[config.mk]
export PLATFORM = sky130hd
export DESIGN_NAME = expr_eval_fsm_flat
export DESIGN_NICKNAME = d
export VERILOG_FILES = /design/src/rtl/expr_eval_fsm_pkg.sv /design/src/rtl/expr_eval_fsm_if.sv /design/src/rtl/expr_eval_fsm_char_class.sv /design/src/rtl/expr_eval_fsm.sv /design/src/flat_wrapper.sv
export SDC_FILE = /design/constraint.sdc
export NUM_CORES = 1
export LEC_CHECK = 0
export CAP_MARGIN = 20
export CORE_ASPECT_RATIO = 2
export CORE_MARGIN = 5
export CORE_UTILIZATION = 57
export DETAILED_ROUTE_END_ITERATION = 10
export PLACE_DENSITY_LB_ADDON = 0.2
export SLEW_MARGIN = 10
export SYNTH_ARGS = -nofsm -noshare
export SYNTH_HDL_FRONTEND = slang
export SYNTH_SLANG_ARGS = --single-unit
[constraint.sdc]
create_clock -name clk -period 8 [get_ports clk]
set_clock_uncertainty 0.2 [all_clocks]
set_input_delay 1.6 -clock clk [delete_from_list [all_inputs] [get_ports clk]]
set_output_delay 1.6 -clock clk [all_outputs]
set_load 0.02 [all_outputs]
[src/rtl/expr_eval_fsm_pkg.sv]
// Shared types, ASCII constants and character helpers for the expression evaluator.
package expr_pkg;

    typedef enum logic [1:0] {
        S_START = 2'd0,
        S_NUM   = 2'd1,
        S_OP    = 2'd2,
        S_ERR   = 2'd3
    } state_t;

    localparam logic [7:0] CH_0     = 8'h30;
    localparam logic [7:0] CH_9     = 8'h39;
    localparam logic [7:0] CH_PLUS  = 8'h2B;
    localparam logic [7:0] CH_STAR  = 8'h2A;
    localparam logic [7:0] CH_MINUS = 8'h2D;
    localparam logic [7:0] CH_SPACE = 8'h20;

    function automatic logic is_digit(input logic [7:0] ch);
        return (ch >= CH_0) && (ch <= CH_9);
    endfunction

    function automatic logic is_op(input logic [7:0] ch, input logic allow_minus);
        return (ch == CH_PLUS) || (ch == CH_STAR) || (allow_minus && (ch == CH_MINUS));
    endfunction

endpackage

[src/rtl/expr_eval_fsm_if.sv]
// Character-stream input and evaluation-result bundle between a byte source and the evaluator.
interface expr_eval_fsm_if #(
    parameter int WIDTH = 16
);
    logic             in_valid;
    logic [7:0]       in;
    logic             out;
    logic             err;
    logic             ovf;
    logic [WIDTH-1:0] result;

    modport master (
        output in_valid, in,
        input  out, err, ovf, result
    );

    modport slave (
        input  in_valid, in,
        output out, err, ovf, result
    );
endinterface

[src/rtl/expr_eval_fsm_char_class.sv]
// Combinational classification of one ASCII character into the token classes the parser uses.
module expr_char_class
    import expr_pkg::*;
#(
    parameter int ALLOW_MINUS = 1,
    parameter int SKIP_SPACE  = 1
) (
    input  logic [7:0] ch_i,
    output logic       digit_o,
    output logic       plus_o,
    output logic       star_o,
    output logic       minus_o,
    output logic       op_o,
    output logic       space_o,
    output logic [3:0] val_o
);
    localparam logic MINUS_EN = (ALLOW_MINUS != 0);

    assign digit_o = is_digit(ch_i);
    assign plus_o  = (ch_i == CH_PLUS);
    assign star_o  = (ch_i == CH_STAR);
    assign minus_o = MINUS_EN && (ch_i == CH_MINUS);
    assign op_o    = is_op(ch_i, MINUS_EN);
    assign space_o = (SKIP_SPACE != 0) && (ch_i == CH_SPACE);
    // ASCII digits 0x30..0x39 carry their value in the low nibble.
    assign val_o   = ch_i[3:0];
endmodule

[src/rtl/expr_eval_fsm.sv]
// Streaming parser/evaluator for "number (op number)*" with '*' binding tighter than '+'/'-'.
module expr_eval_fsm
    import expr_pkg::*;
#(
    parameter int WIDTH       = 16,
    parameter int MAX_DIGITS  = 4,
    parameter int ALLOW_MINUS = 1,
    parameter int SKIP_SPACE  = 1
) (
    input  logic            clk,
    input  logic            clr,
    expr_eval_fsm_if.slave  bus
);
    localparam int DCNT_W = $clog2(MAX_DIGITS + 1);

    state_t              state_q, state_d;
    logic [WIDTH-1:0]    sum_q, sum_d;
    logic [WIDTH-1:0]    term_q, term_d;
    logic [WIDTH-1:0]    num_q, num_d;
    logic [DCNT_W-1:0]   dcnt_q, dcnt_d;
    logic                ovf_q, ovf_d;

    logic                c_digit, c_plus, c_star, c_minus, c_op, c_space;
    logic [3:0]          c_val;
    logic [WIDTH+3:0]    num_ext;
    logic [WIDTH-1:0]    prod;
    logic                take;

    expr_char_class #(
        .ALLOW_MINUS (ALLOW_MINUS),
        .SKIP_SPACE  (SKIP_SPACE)
    ) u_class (
        .ch_i    (bus.in),
        .digit_o (c_digit),
        .plus_o  (c_plus),
        .star_o  (c_star),
        .minus_o (c_minus),
        .op_o    (c_op),
        .space_o (c_space),
        .val_o   (c_val)
    );

    // Four spare bits hold num*10+9 exactly, so any carry out of WIDTH is an overflow.
    assign num_ext = ({4'b0, num_q} << 3) + ({4'b0, num_q} << 1) + {{WIDTH{1'b0}}, c_val};
    assign prod    = term_q * num_q;
    assign take    = bus.in_valid && !c_space;

    always_comb begin
        state_d = state_q;
        sum_d   = sum_q;
        term_d  = term_q;
        num_d   = num_q;
        dcnt_d  = dcnt_q;
        ovf_d   = ovf_q;

        if (take) begin
            unique case (state_q)
                S_START, S_OP: state_d = c_digit ? S_NUM : S_ERR;
                S_NUM: begin
                    if (c_digit)   state_d = (dcnt_q < DCNT_W'(MAX_DIGITS)) ? S_NUM : S_ERR;
                    else if (c_op) state_d = S_OP;
                    else           state_d = S_ERR;
                end
                default:           state_d = S_ERR;
            endcase
        end

        // The datapath freezes on any character that lands in, or is seen in, the error state.
        if (take && (state_q != S_ERR) && (state_d != S_ERR)) begin
            if (c_digit) begin
                num_d  = num_ext[WIDTH-1:0];
                dcnt_d = dcnt_q + DCNT_W'(1);
                if (|num_ext[WIDTH+3:WIDTH]) ovf_d = 1'b1;
            end else if (c_star) begin
                term_d = prod;
                num_d  = '0;
                dcnt_d = '0;
            end else if (c_plus || c_minus) begin
                sum_d  = sum_q + prod;
                term_d = c_minus ? '1 : WIDTH'(1);
                num_d  = '0;
                dcnt_d = '0;
            end
        end
    end

    always_ff @(posedge clk) begin
        if (clr) begin
            state_q <= S_START;
            sum_q   <= '0;
            term_q  <= WIDTH'(1);
            num_q   <= '0;
            dcnt_q  <= '0;
            ovf_q   <= 1'b0;
        end else begin
            state_q <= state_d;
            sum_q   <= sum_d;
            term_q  <= term_d;
            num_q   <= num_d;
            dcnt_q  <= dcnt_d;
            ovf_q   <= ovf_d;
        end
    end

    assign bus.out    = (state_q == S_NUM);
    assign bus.err    = (state_q == S_ERR);
    assign bus.ovf    = ovf_q;
    assign bus.result = sum_q + prod;
endmodule

[src/flat_wrapper.sv]
// flat-port wrapper written by rule: the top's interface ports become plain ports
module expr_eval_fsm_flat import expr_pkg::*;
#(
    parameter int WIDTH       = 16,
    parameter int MAX_DIGITS  = 4,
    parameter int ALLOW_MINUS = 1,
    parameter int SKIP_SPACE  = 1
)
  (clk, clr, bus_in_valid, bus_in, bus_out, bus_err, bus_ovf, bus_result);
  expr_eval_fsm_if #(.WIDTH(WIDTH)) bus_i ();
  input  logic clk;
  input  logic clr;
  input wire logic [$bits(bus_i.in_valid)-1:0] bus_in_valid;
  input wire logic [$bits(bus_i.in)-1:0] bus_in;
  output wire logic [$bits(bus_i.out)-1:0] bus_out;
  output wire logic [$bits(bus_i.err)-1:0] bus_err;
  output wire logic [$bits(bus_i.ovf)-1:0] bus_ovf;
  output wire logic [$bits(bus_i.result)-1:0] bus_result;
  assign bus_i.in_valid = bus_in_valid;
  assign bus_i.in = bus_in;
  assign bus_out = bus_i.out;
  assign bus_err = bus_i.err;
  assign bus_ovf = bus_i.ovf;
  assign bus_result = bus_i.result;
  expr_eval_fsm #(.WIDTH(WIDTH), .MAX_DIGITS(MAX_DIGITS), .ALLOW_MINUS(ALLOW_MINUS), .SKIP_SPACE(SKIP_SPACE)) u_core (.clk(clk), .clr(clr), .bus(bus_i));
endmodule
==> results.md, run 1 <==
Status:
- The flow ran to the end, but the final reports show violations.
- The final reports fail on setup timing.

Power and ir drop:
- The share of total power in combinational logic is under 10%.
- Net switching is 23.3% of the power.
- The power dissipated by switching net loads is ~0.12 mW.
- The completed layout was analyzed and its total power is 0.526 mW.
- The power density normalized to cell area is between 50 and 60 nW/um^2.
- Per report_power, the sequential group accounts for 51.0% of the total.
- The power share of the clock group is 43.8%.
- IR analysis of the VDD net gives a maximum drop of between 150 and 200 uV.
- The static leakage power is roughly 4.6 nW.
- The cell internal power dissipation is approximately 0.40 mW.

Clock network:
- The number of buffers on the longest clock path is 2.
- The clock insertion delay at the later pin of the skew report is roughly 0.30 ns.
- The clock root buffer is clkbuf_16.
- Buffers inserted during clock tree synthesis total 5.
- The H-tree was split into 2 levels.
- After clock tree synthesis, the clock-pin slew on the worst setup and hold paths is approximately 0.07 ns.
- The TritonCTS clock tree is built.
- The clock net in this run drives a total of 54 sinks.

Yosys:
- The cell with the most instances after synthesis is inv_1.
- After synthesis, the share of flip-flops with an asynchronous set or reset is 0%.
- The biggest area contributor in the post-synthesis netlist is fa_1.
- The top flip-flop cell by instance count after synthesis is dfxtp_1.
- After technology mapping, the gate count stands at roughly 900.
- The area of the mapped netlist is roughly 7500 um^2.
- Synthesis inferred 54 register bits.
- Counting every net in the synthesized netlist gives about 1100.
- Yosys mapped the design onto 53 distinct sky130hd cell types.
- The synthesized design contains 0 enable-type register cells.
- The proportion of netlist area held by the largest area contributor is between 20 and 25%.
- Each instance of the synthesized netlist takes up on average about 8.3 um^2.
- In the synthesized netlist, the cells that appear most often are inv_1, ha_1, nand2_1.
- The number of warnings printed during yosys synthesis is 0.
- Yosys attributes the largest share of cell area to fa_1, ha_1, dfxtp_1, and2_1, inv_1.
- For this run, the register share of the synthesized area comes to 14.4%.

STA:
- The final count of hold timing violations was 0.
- At the pin with the least slew margin, the transition time is 1.10 ns.
- The worst-case hold slack is approximately 0.26 ns.
- The headroom to the max-slew limit is a little over a quarter.
- The max-slew violation count was 0.
- Static timing analysis puts the maximum clock frequency at between 100 and 150 MHz.
- Setup repair after global routing could not meet its margin everywhere.
- The final critical path takes up 104% of the cycle.
- The total of endpoints with negative setup slack in the final report is 3.
- Across all setup checks in the final design, the least slack found is -0.314 ns.
- The minimum clock period is just over 8 ns.

Placed design:
- The post-place instance area is between 8000 and 9000 um^2.
- During placement, the flow inserted port buffers numbering 29.
- At the end of routability-driven placement, the weighted congestion stood at 0.909.
- The half-perimeter wire length after placement is ~16 mm.

Floorplanning:
- The horizontal extent of the die is 91.2 um.
- The initial core utilization is roughly 58%.
- The core region is 13000 um^2.
- The die is approximately 170 um tall.
- In this run the count of I/O pins placed on the die edge is 30.
- The die outline area is ~16000 um^2.
- The cell row count is approximately 60.

Worst setup path:
- The worst register-to-register path ends at u_core.sum_q[14].
- STA classifies the critical path startpoint as a flop.
- The arrival time at the worst endpoint is approximately 6.5 ns.
- In this run the worst path has a maximum fanout of 5.
- The slowest cell on the critical path is fa_1.
- Counting cells, the worst reg-to-reg path comes to 31.
- STA puts the critical path data required time at roughly 6.2 ns.
- The maximum single-stage delay on the critical path is about 0.56 ns.
- In this run the critical register-to-register path is launched from u_core.term_q[5].
- The endpoint type of the worst setup path is a primary output.
- The number of buffers and inverters on the critical path is 5.
- In this run the number of cells on the critical path is 25.
- Across all register-to-register paths, the minimum setup slack is between 1 and 1.5 ns.
- In this design, the critical path's most frequently occurring cell is fa_1.
- Among cell families on the critical path, the largest total delay comes from adder cells.
- The worst setup path is of the reg -> out kind.

Cells and area:
- Cells with a size suffix above 1 make up 23.9% of the layout.
- The end-of-flow core utilization is ~74%.
- After filler insertion, the fill cell instance count of the layout stands at 960.
- Relative to the synthesized area, the layout overhead comes to 28.7%.
- The post-route cell area is 9680 um^2.
- For this run, the post-layout net count is 1232.
- The number of antenna diodes in the final layout is 0.

GRT:
- The via count of the first global-routing pass is approximately 7300.
- The first-pass GRT wire length is between 30 and 40 mm.
- The number of antenna violations at the first check in global routing was 0.
- The maximum number of pins on one net before global-route repair is 55.
- The remaining global-route overflow is 0.
- The global routing usage summed across all routing layers is a little over a quarter.

Min path:
- The worst hold path begins at u_core.sum_q[0].
- The worst hold path terminates at u_core.sum_q[0].
- The depth of the worst hold-timing path is 2.
- The worst hold path belongs to the class reg -> reg.

Detailed routing:
- The routed design has 21.5 mm of wire.
- After the first detailed-routing iteration, the DRC count stood at about 310.
- In the final routed layout, each cell accounts on average for roughly 18 um.
- Across all layers, the routed design uses just under 7000 vias.
- The count of nets left with antenna violations after detail routing is 0.
- The pre-antenna-repair detailed-routing pass consisted of 5 iterations.
- The via-per-instance ratio is around 5.7.
- In the routed design, unresolved DRC markers number 0.

Run:
- The reported max-cap violation count is 0.
layout make-up:
| class | count | area [um^2] | area share, % |
|---|---|---|---|
| Clock buffer | 7 | 143 | 1.47 |
| Clock inverter | 1 | 5.00 | 0.0517 |
| Inverter | 124 | 465 | 4.81 |
| Multi-Input combinational cell | 691 | 6390 | 66.1 |
| Sequential cell | 54 | 1120 | 11.5 |
| Tap cell | 152 | 190 | 1.97 |
| Timing Repair Buffer | 165 | 1370 | 14.1 |
cells by family (layout without fill, tap and decap cells):
group	after synthesis	count (layout)	synth area share (%)
compound gates	149	149	12.5
xor+xnor	61	61	7.29
fa+ha+maj	180	180	38.3
buf+inv	158	297	7.96
flops	54	54	14.4
simple gates	301	301	19.6
flip-flops by register name, summed over array words and instances, names as in the netlist:
register and cells:
u_core.num_q 16, u_core.sum_q 16, u_core.term_q 16, u_core.dcnt_q 3, u_core.state_q 2, u_core.bus.ovf 1
power by group through the flow:
stage / Combinational, mW / Clock, mW / Sequential, mW
floorplan: 0.0138 / 0 / 0.277
global placement: 0.0259 / 0 / 0.277
detailed placement: 0.0265 / 0 / 0.277
CTS: 0.0268 / 0.234 / 0.270
global route: 0.0298 / 0.242 / 0.268
finish: 0.0272 / 0.230 / 0.268
cell usage in the layout (no fill, tap or decap), types with 40 or more instances in the layout:
master     n
a21oi_1   53
nand2_1   95
and2_1    65
nor2_1    59
xnor2_1   40
dfxtp_1   42
buf_4    124
inv_1    111
ha_1      76
fa_1      82
worst reg2reg max path: cells and delay by family (launching register included):
kind            cells  cell delay (ns)
buf+inv            13             1.33
compound gates      6             0.90
flops               1             0.37
xor+xnor            2             0.38
simple gates        2             0.18
fa+ha+maj           8             3.45
metrics by stage:
stage | std cells | setup slack [ns] | TNS [ns]
6_report | 1194 | -0.314 | -0.472
5_1_grt | 1194 | -0.494 | -1.25
4_1_cts | 1181 | -0.226 | -0.432
3_5_place_dp | 1158 | -0.805 | -2.40
3_3_place_gp | 1158 | -0.724 | -2.10
2_1_floorplan | 903 | 0.00608 | 0
how the worst max path moves through the flow:
| stage | start | to | slack (ns) |
|---|---|---|---|
| detailed placement | u_core.num_q[6] | bus_result[15] | -0.81 |
| floorplan | u_core.num_q[6] | bus_result[15] | 0.006 |
| global route | u_core.term_q[5] | bus_result[15] | -0.49 |
| global placement | u_core.num_q[6] | bus_result[15] | -0.72 |
| CTS | u_core.num_q[1] | bus_result[15] | -0.23 |
| finish | u_core.term_q[5] | bus_result[15] | -0.31 |
repair_timing:
item                                    in CTS  in global routing
endpoints found under the setup margin       6                  8
setup buffers                               15                 14
hold buffers                                 0                  0
pin swaps                                   48                 57
gates cloned                                 0                  0
resized for setup                           90                 72
hold endpoints to repair                     0                  0
routing by layer:
metal / global-route usage (%) / wire [um] / vias up
met5: 0 / 0 / -
met4: 14.5 / 1260 / 0
met1: 27.9 / 7470 / 3313
li1: - / - / 3193
met2: 52.1 / 12100 / 187
met3: 2.39 / 670 / 82
Power figures use the tool's default switching activity.
==> run 2, diff against run 1 <==
- CORE_MARGIN: 5 -> unset
- CTS_CLUSTER_DIAMETER: unset -> 200
==> run 2 against run 1 <==
  * The run still ends with setup timing left
  * Maximum frequency rose by 1.5%
  * Global-route usage rose by 4.5 points
  * Flip-flop and latch count did not move
  * Non-clock buffer count fell by 6
  * First-iteration DRC count rose by 7.1%
  * Power rose by 5.0%
  * Hold slack improved by 0.0022 ns
  * Critical endpoint is now bus_result[14]
  * Highest routed layer unchanged
==> results.md, run 2 (synthesis gave the netlist of run 1 again) <==
Clock network:
- The TritonCTS clock tree is built.
- The clock transition at the registers of the reported paths was 0.08 ns (about the same).
- The clock insertion delay at the later pin of the skew report is 0.31 ns (about the same).
- The number of buffers on the longest clock path is 2 (unchanged).
- The clock root buffer is clkbuf_16.
- The CTS buffer count is 5 (unchanged).
- The H-tree level count is 2 (unchanged).
- The count of hold-fix buffers inserted at cts is 0 (unchanged).
- The number of sinks driven by the clock tree came to 54 (unchanged).

Worst setup path:
- The data required time at the worst endpoint is 6.20 ns (about the same).
- The maximum single-stage delay on the critical path is 0.56 ns (about the same).
- The slowest cell on the critical path is fa_1.
- The startpoint kind of the worst setup timing path is a flop.
- The arrival time at the worst endpoint is 6.39 ns (-0.12 ns).
- The endpoint type of the worst setup path is a primary output.
- The maximum net fanout on the critical path is 5 (unchanged).
- The critical setup path kind is reg -> out.
- The signal on the critical path passes through buf_6, buf_6, and2_4, fa_1, inv_1, fa_1, fa_1, inv_1, fa_1, fa_1, inv_2, fa_1, inv_2, ha_4, a21oi_2, buf_4, o21ai_2, xor2_1, buf_4, ha_4, nand2_1, o31ai_2, xor2_1, buf_4.
- The library cell appearing most often on the critical path is fa_1.

Floorplanning:
- The number of top-level pins is 30 (unchanged).
- The die outline area is 13700 um^2 (-13%).
- The die outline height is 164 um (-4.6%).
- The horizontal extent of the die is 83.2 um (-8.8%).
- The initial core utilization is 58.2% (+0.33 points).
- The cell row count is 59 (unchanged).
- The placeable core region is 12900 um^2 (-0.57%).

Power and ir drop:
- The static leakage power was 4.64 nW (+0.12%).
- The largest voltage drop on the vdd net is 185 uV (+19%).
- The power density normalized to cell area is 57.0 nW/um^2 (+5.0%).
- The total power is 0.552 mW (+5.0%).

GRT:
- The maximum number of pins on one net before global-route repair came to 55 (unchanged).
- The via count of the first global-routing pass is 7019 (-3.4%).
- The global-route met2 utilization was 61.9% (+9.7 points).
- The global routing usage summed across all routing layers is 31.4% (+4.5 points).
- The first-pass GRT wire length came to 33.5 mm (-0.51%).
- The met3 track demand over resource in global routing is 2.40% (+0.0044 points).
- In this run the most used layer during global routing was met2.
- The number of antenna violations at the first check in global routing was 0 (unchanged).
- The remaining global-route overflow is 0 (unchanged).
- The routing usage on met1 is 32.2% (+4.3 points).

Detailed routing:
- The number of DRC violations after detailed routing is 0 (unchanged).
- The number of detailed-routing iterations run before antenna repair was 4 (-1).
- The per-cell routed wire length is 17.9 um (-0.36%).
- The sum of routed wire length over all layers is 21.3 mm (-0.86%).
- The count of nets left with antenna violations after detail routing was 0 (unchanged).
- The via-per-instance ratio is 5.66 (-0.28%).
- The vias after detailed routing was 6722 (-0.78%).
- The number of DRC violations after detailed-routing iteration 0 is 330 (+7.1%).

Placed design:
- The half-perimeter wire length after placement came to 15.8 mm (-1.8%).
- The placer's final routability congestion estimate was 0.902 (-0.85%).
- The count of input and output buffers came to 29 (unchanged).
- The post-place instance area is 8680 um^2 (-0.17%).

Cells and area:
- The count of antenna diodes in the layout was 0 (unchanged).
- Leaving out fill and tap cells, the most frequent cells in the layout are buf_4, inv_1, nand2_1.
- The layout cell share with drive strength beyond 1 was 24.4% (+0.52 points).
- The number of nets at the end of the flow is 1226 (-0.49%).
- The most common library cell in the layout ignoring fill and taps is buf_4.
- The post-route cell area is 9680 um^2 (about the same).
- The area overhead of the layout relative to synthesis is 28.8% (about the same).
- The largest registers in the layout are u_core.num_q (16), u_core.sum_q (16), u_core.term_q (16).

STA:
- The max-slew violation count is 0 (unchanged).
- The headroom to the max-slew limit is 28.3% (+1.9 points).
- The minimum clock period is 8.19 ns (-0.125 ns).
- The actual transition at the worst max-transition pin was 1.08 ns (-0.0280 ns).
- The least setup slack across all paths after layout came to -0.189 ns (+0.125 ns).
- The final critical-path share of the clock period is 102% (-1.6 points).
- Setup repair after global routing could not meet its margin everywhere.
- The maximum clock frequency is 122 MHz (+1.5%).
- The total of endpoints with negative setup slack in the final report is 2 (-1).
- The final count of hold timing violations is 0 (unchanged).

Min path:
- The worst min-delay path category is reg -> reg.

Status:
- The run finished, with violations left.
- The checks that failed: setup timing.

Run:
- The reported max-cap violation count is 0 (unchanged).
## run 2: cell count changes in the layout (fill, tap and decap cells not counted), moves of 4 or more
cell    delta
and2_4     +5
and2_1     -5
ha_4       +4
buf_4      -5
## run 2: worst max-delay path: cells and delay by family (launching register included)
family                     cells  cell delay, ns
AOI/OAI and AO/OA              3            0.46
xor gates and xnor gates       2            0.49
adders and majority gates      8            3.63
buffers and inverters          9            0.93
DFF                            1            0.36
and+or+nand+nor                2            0.22
## run 2: layout make-up
class | count | area [um^2]
Multi-Input combinational cell | 691 | 6430
Timing Repair Buffer | 159 | 1310
Inverter | 124 | 465
Fill cell | 895 | 3240
Clock buffer | 6 | 129
Sequential cell | 54 | 1120
Clock inverter | 2 | 37.5
Tap cell | 152 | 190
## run 2: worst paths after layout
| check | to | start | cells past startpoint | slack, ns |
|---|---|---|---|---|
| min reg2reg | u_core.sum_q[5] | u_core.sum_q[5] | 2 | 0.26 |
| max reg2reg | u_core.sum_q[14] | u_core.num_q[6] | 28 | 1.35 |
| max | bus_result[14] | u_core.num_q[6] | 24 | -0.19 |
| min | u_core.sum_q[5] | u_core.sum_q[5] | 2 | 0.26 |
## run 2: layer usage
| metal | vias to the layer above | wire [um] |
|---|---|---|
| li1 | 3181 | - |
| met1 | 3296 | 7530 |
| met2 | 172 | 12100 |
| met3 | 73 | 575 |
| met4 | 0 | 1120 |
| met5 | - | 0 |
## run 2: metrics by stage
step	hold WS (ns)	instances	worst slack, ns	util (%)	setup TNS [ns]
6_report	0.263	1188	-0.189	74.9	-0.349
5_1_grt	0.283	1188	-0.388	74.9	-0.937
4_1_cts	0.265	1181	-0.0743	73.1	-0.131
3_5_place_dp	0.255	1156	-0.701	67.2	-2.15
3_3_place_gp	0.248	1156	-0.689	67.2	-2.03
2_1_floorplan	0.241	903	0.00608	-	0
## run 2: power by group
| group | switching, mW | internal (mW) | total [mW] |
|---|---|---|---|
| clock network | 0.109 | 0.148 | 0.257 |
| registers | 0.00124 | 0.267 | 0.268 |
| logic | 0.0157 | 0.0110 | 0.0268 |
## run 2: repair_timing
action,CTS,global route
gates resized for setup,129,38
pin swaps,72,26
setup endpoints to repair,6,6
buffers inserted,17,7
==> run 3, diff against run 2 <==
- CORE_UTILIZATION: 57 -> 30
==> run 3 against run 2 <==
  * The run still ends with setup timing left
  * First-iteration DRC count decreased by 48%
  * Sequential power is essentially flat
  * Flip-flop and latch count stayed put
  * Sequential share of layout area decreased by 0.24 points
  * Critical endpoint is now bus_result[15]
  * Final area rose by 1.6%
  * Clock-buffer cell count rose by 1
  * Largest cell class unchanged
  * Core utilization decreased by 35 points
  * Maximum frequency up 0.44%
==> results.md, run 3 (synthesis gave the netlist of run 1 again) <==
Detailed routing:
- The number of DRC violations after detailed routing was 0 (unchanged).
- The number of DRC violations after detailed-routing iteration 0 is 170 (-48%).
- The vias after detailed routing is 6486 (-3.5%).
- The sum of routed wire length over all layers was 22.8 mm (+7.3%).
- The via-per-instance ratio is 4.74 (-16%).
- The count of nets left with antenna violations after detail routing was 0 (unchanged).
- The number of detailed-routing iterations run before antenna repair is 4 (unchanged).
- The per-cell routed wire length is 16.7 um (-6.9%).

Placed design:
- The placer's final routability congestion estimate is 0.822 (-8.8%).
- The worst setup slack before clock tree synthesis came to -0.819 ns (-0.118 ns).
- The total instance count after detailed placement is 1344 (+16%).
- The half-perimeter wire length after placement is 18.7 mm (+18%).
- The count of input and output buffers is 29 (unchanged).

Power and ir drop:
- The largest voltage drop on the vdd net is 158 uV (-15%).
- The total power is 0.536 mW (-2.9%).
- The static leakage power is 4.61 nW (-0.60%).
- The power density normalized to cell area is 54.5 nW/um^2 (-4.4%).

Clock network:
- The CTS buffer count was 5 (unchanged).
- The number of sinks driven by the clock tree came to 54 (unchanged).
- The clock transition at the registers of the reported paths came to 0.08 ns (about the same).
- The number of buffers on the longest clock path came to 2 (unchanged).
- The clock insertion delay at the later pin of the skew report is 0.31 ns (about the same).
- The cell sitting at the root of the clock tree is a clkbuf_16.
- TritonCTS built the clock tree.
- The H-tree level count is 2 (unchanged).

Floorplanning:
- The cell row count was 81 (+37%).
- The die outline height is 226 um (+37%).
- The horizontal extent of the die is 114 um (+37%).
- The initial core utilization is 30.6% (-28 points).
- The number of top-level pins is 30 (unchanged).
- The die outline area is 25700 um^2 (+88%).
- The placeable core region is 24500 um^2 (+90%).

STA:
- The maximum clock frequency was 123 MHz (+0.44%).
- The least setup slack across all paths after layout is -0.154 ns (+0.0357 ns).
- The minimum clock period was 8.15 ns (-0.0357 ns).
- The final count of hold timing violations is 0 (unchanged).
- The max-slew violation count came to 0 (unchanged).
- The actual transition at the worst max-transition pin is 0.920 ns (-0.156 ns).
- The total of endpoints with negative setup slack in the final report is 2 (unchanged).
- The worst-case hold slack is 0.261 ns (-0.00221 ns).
- The final critical-path share of the clock period came to 102% (-0.45 points).
- Setup repair after global routing could not meet its margin everywhere.
- The headroom to the max-slew limit is 38.3% (+10 points).

Worst setup path:
- The maximum single-stage delay on the critical path came to 0.55 ns (about the same).
- The register-to-register path setup slack is 1.15 ns (-0.20 ns).
- The maximum net fanout on the critical path is 4 (-1).
- The number of cell instances on the worst register-to-register path is 31 (+11%).
- By instance count, the cell type seen most on the critical path is fa_1.
- The data required time at the worst endpoint is 6.20 ns (about the same).
- STA classifies the critical path startpoint as a flop.
- The endpoint identified for the worst register-to-register timing path is u_core.sum_q[14].
- STA classifies the critical path endpoint as a primary output.
- On the critical path, the stage with the largest delay is an instance of fa_1.
- The arrival time at the worst endpoint is 6.35 ns (-0.04 ns).
- The worst setup path is of the reg -> out kind.
- The startpoint identified for the worst register-to-register timing path is u_core.num_q[5].
- The destination of the critical timing path is bus_result[15].
- The beginning of the critical path is u_core.num_q[1].

Cells and area:
- The count of antenna diodes in the layout is 0 (unchanged).
- The layout cell share with drive strength beyond 1 was 24.2% (-0.22 points).
- The area overhead of the layout relative to synthesis is 30.8%.
- The number of nets at the end of the flow is 1227 (+0.082%).
- The number of standard cells in the layout, taps in and fillers out is 1369 (+15%).
- The most common library cell in the layout ignoring fill and taps is buf_4.
- The library cells used most frequently in the layout, excluding fill and tap cells, are buf_4, inv_1, nand2_1.
- In the final layout, the registers with the most flip-flops are u_core.num_q (16), u_core.sum_q (16), u_core.term_q (16).

Status:
- The flow ran to the end, but the final reports show violations.
- The final reports fail on setup timing.

GRT:
- The first-pass GRT wire length is 37.4 mm (+11%).
- The remaining global-route overflow is 0 (unchanged).
- The number of antenna violations at the first check in global routing is 0 (unchanged).
- The via count of the first global-routing pass is 7164 (+2.1%).
- The global routing usage summed across all routing layers is 19.1% (-12 points).
- The maximum number of pins on one net before global-route repair is 55 (unchanged).

Min path:
- The path class of the tightest hold or removal check is reg -> reg.

Run:
- The reported max-cap violation count came to 0 (unchanged).
[run 3: per-layer routing]
| layer | vias to the layer above | wire (um) | GRT usage (%) |
|---|---|---|---|
| met4 | 0 | 811 | 7.92 |
| met5 | - | 0 | 0 |
| met1 | 3203 | 8050 | 18.8 |
| met2 | 74 | 13700 | 39.6 |
| li1 | 3177 | - | - |
| met3 | 32 | 252 | 1.05 |
[run 3: area by class of cell]
class | instances | area [um^2]
fill | 2597 | 14700
multi-input combinational | 691 | 6390
timing repair buffer | 160 | 1300
sequential | 54 | 1110
inverter | 124 | 465
tap | 332 | 415
clock buffer | 7 | 143
clock inverter | 1 | 5.00
[run 3: worst max-delay path: cells and delay by family, from the launching register on]
| kind | cells | cell delay [ns] |
|---|---|---|
| xor gates and xnor gates | 3 | 0.46 |
| AOI/OAI and AO/OA | 5 | 0.84 |
| buffers and inverters | 5 | 0.33 |
| and+or+nand+nor | 4 | 0.77 |
| DFF | 1 | 0.37 |
| adders and majority gates | 8 | 3.24 |
[run 3: what timing repair did]
action | in CTS | in global routing
gates resized for setup | 121 | 38
setup buffers | 14 | 5
setup endpoints to repair | 8 | 8
hold buffers | 0 | 0
pin swaps | 61 | 35
[run 3: through the flow]
step,area [um^2],setup TNS (ns),util (%)
final,9830,-0.200,40.1
after global routing,9830,-0.917,40.1
after CTS,9680,-0.485,39.5
after detailed placement,8970,-2.87,36.6
after global placement,8970,-2.66,36.6
after floorplan,7560,0,-
[run 3: power breakdown]
part	leakage, nW	internal (mW)	total, mW	switching [mW]
Combinational	4.09	0.0112	0.0276	0.0164
Clock	0.0739	0.125	0.239	0.114
Sequential	0.444	0.267	0.269	0.00140
[run 3: worst min-delay path by stage]
| stage | startpoint | endpoint | slack [ns] | cells past startpoint |
|---|---|---|---|---|
| after global routing | u_core.sum_q[0] | u_core.sum_q[0] | 0.29 | 2 |
| after CTS | u_core.sum_q[5] | u_core.sum_q[5] | 0.26 | 2 |
| final | u_core.sum_q[5] | u_core.sum_q[5] | 0.26 | 2 |
| after global placement | u_core.sum_q[4] | u_core.sum_q[4] | 0.25 | 2 |
| after detailed placement | u_core.sum_q[5] | u_core.sum_q[5] | 0.25 | 2 |
| after floorplan | u_core.sum_q[0] | u_core.sum_q[0] | 0.24 | 2 |
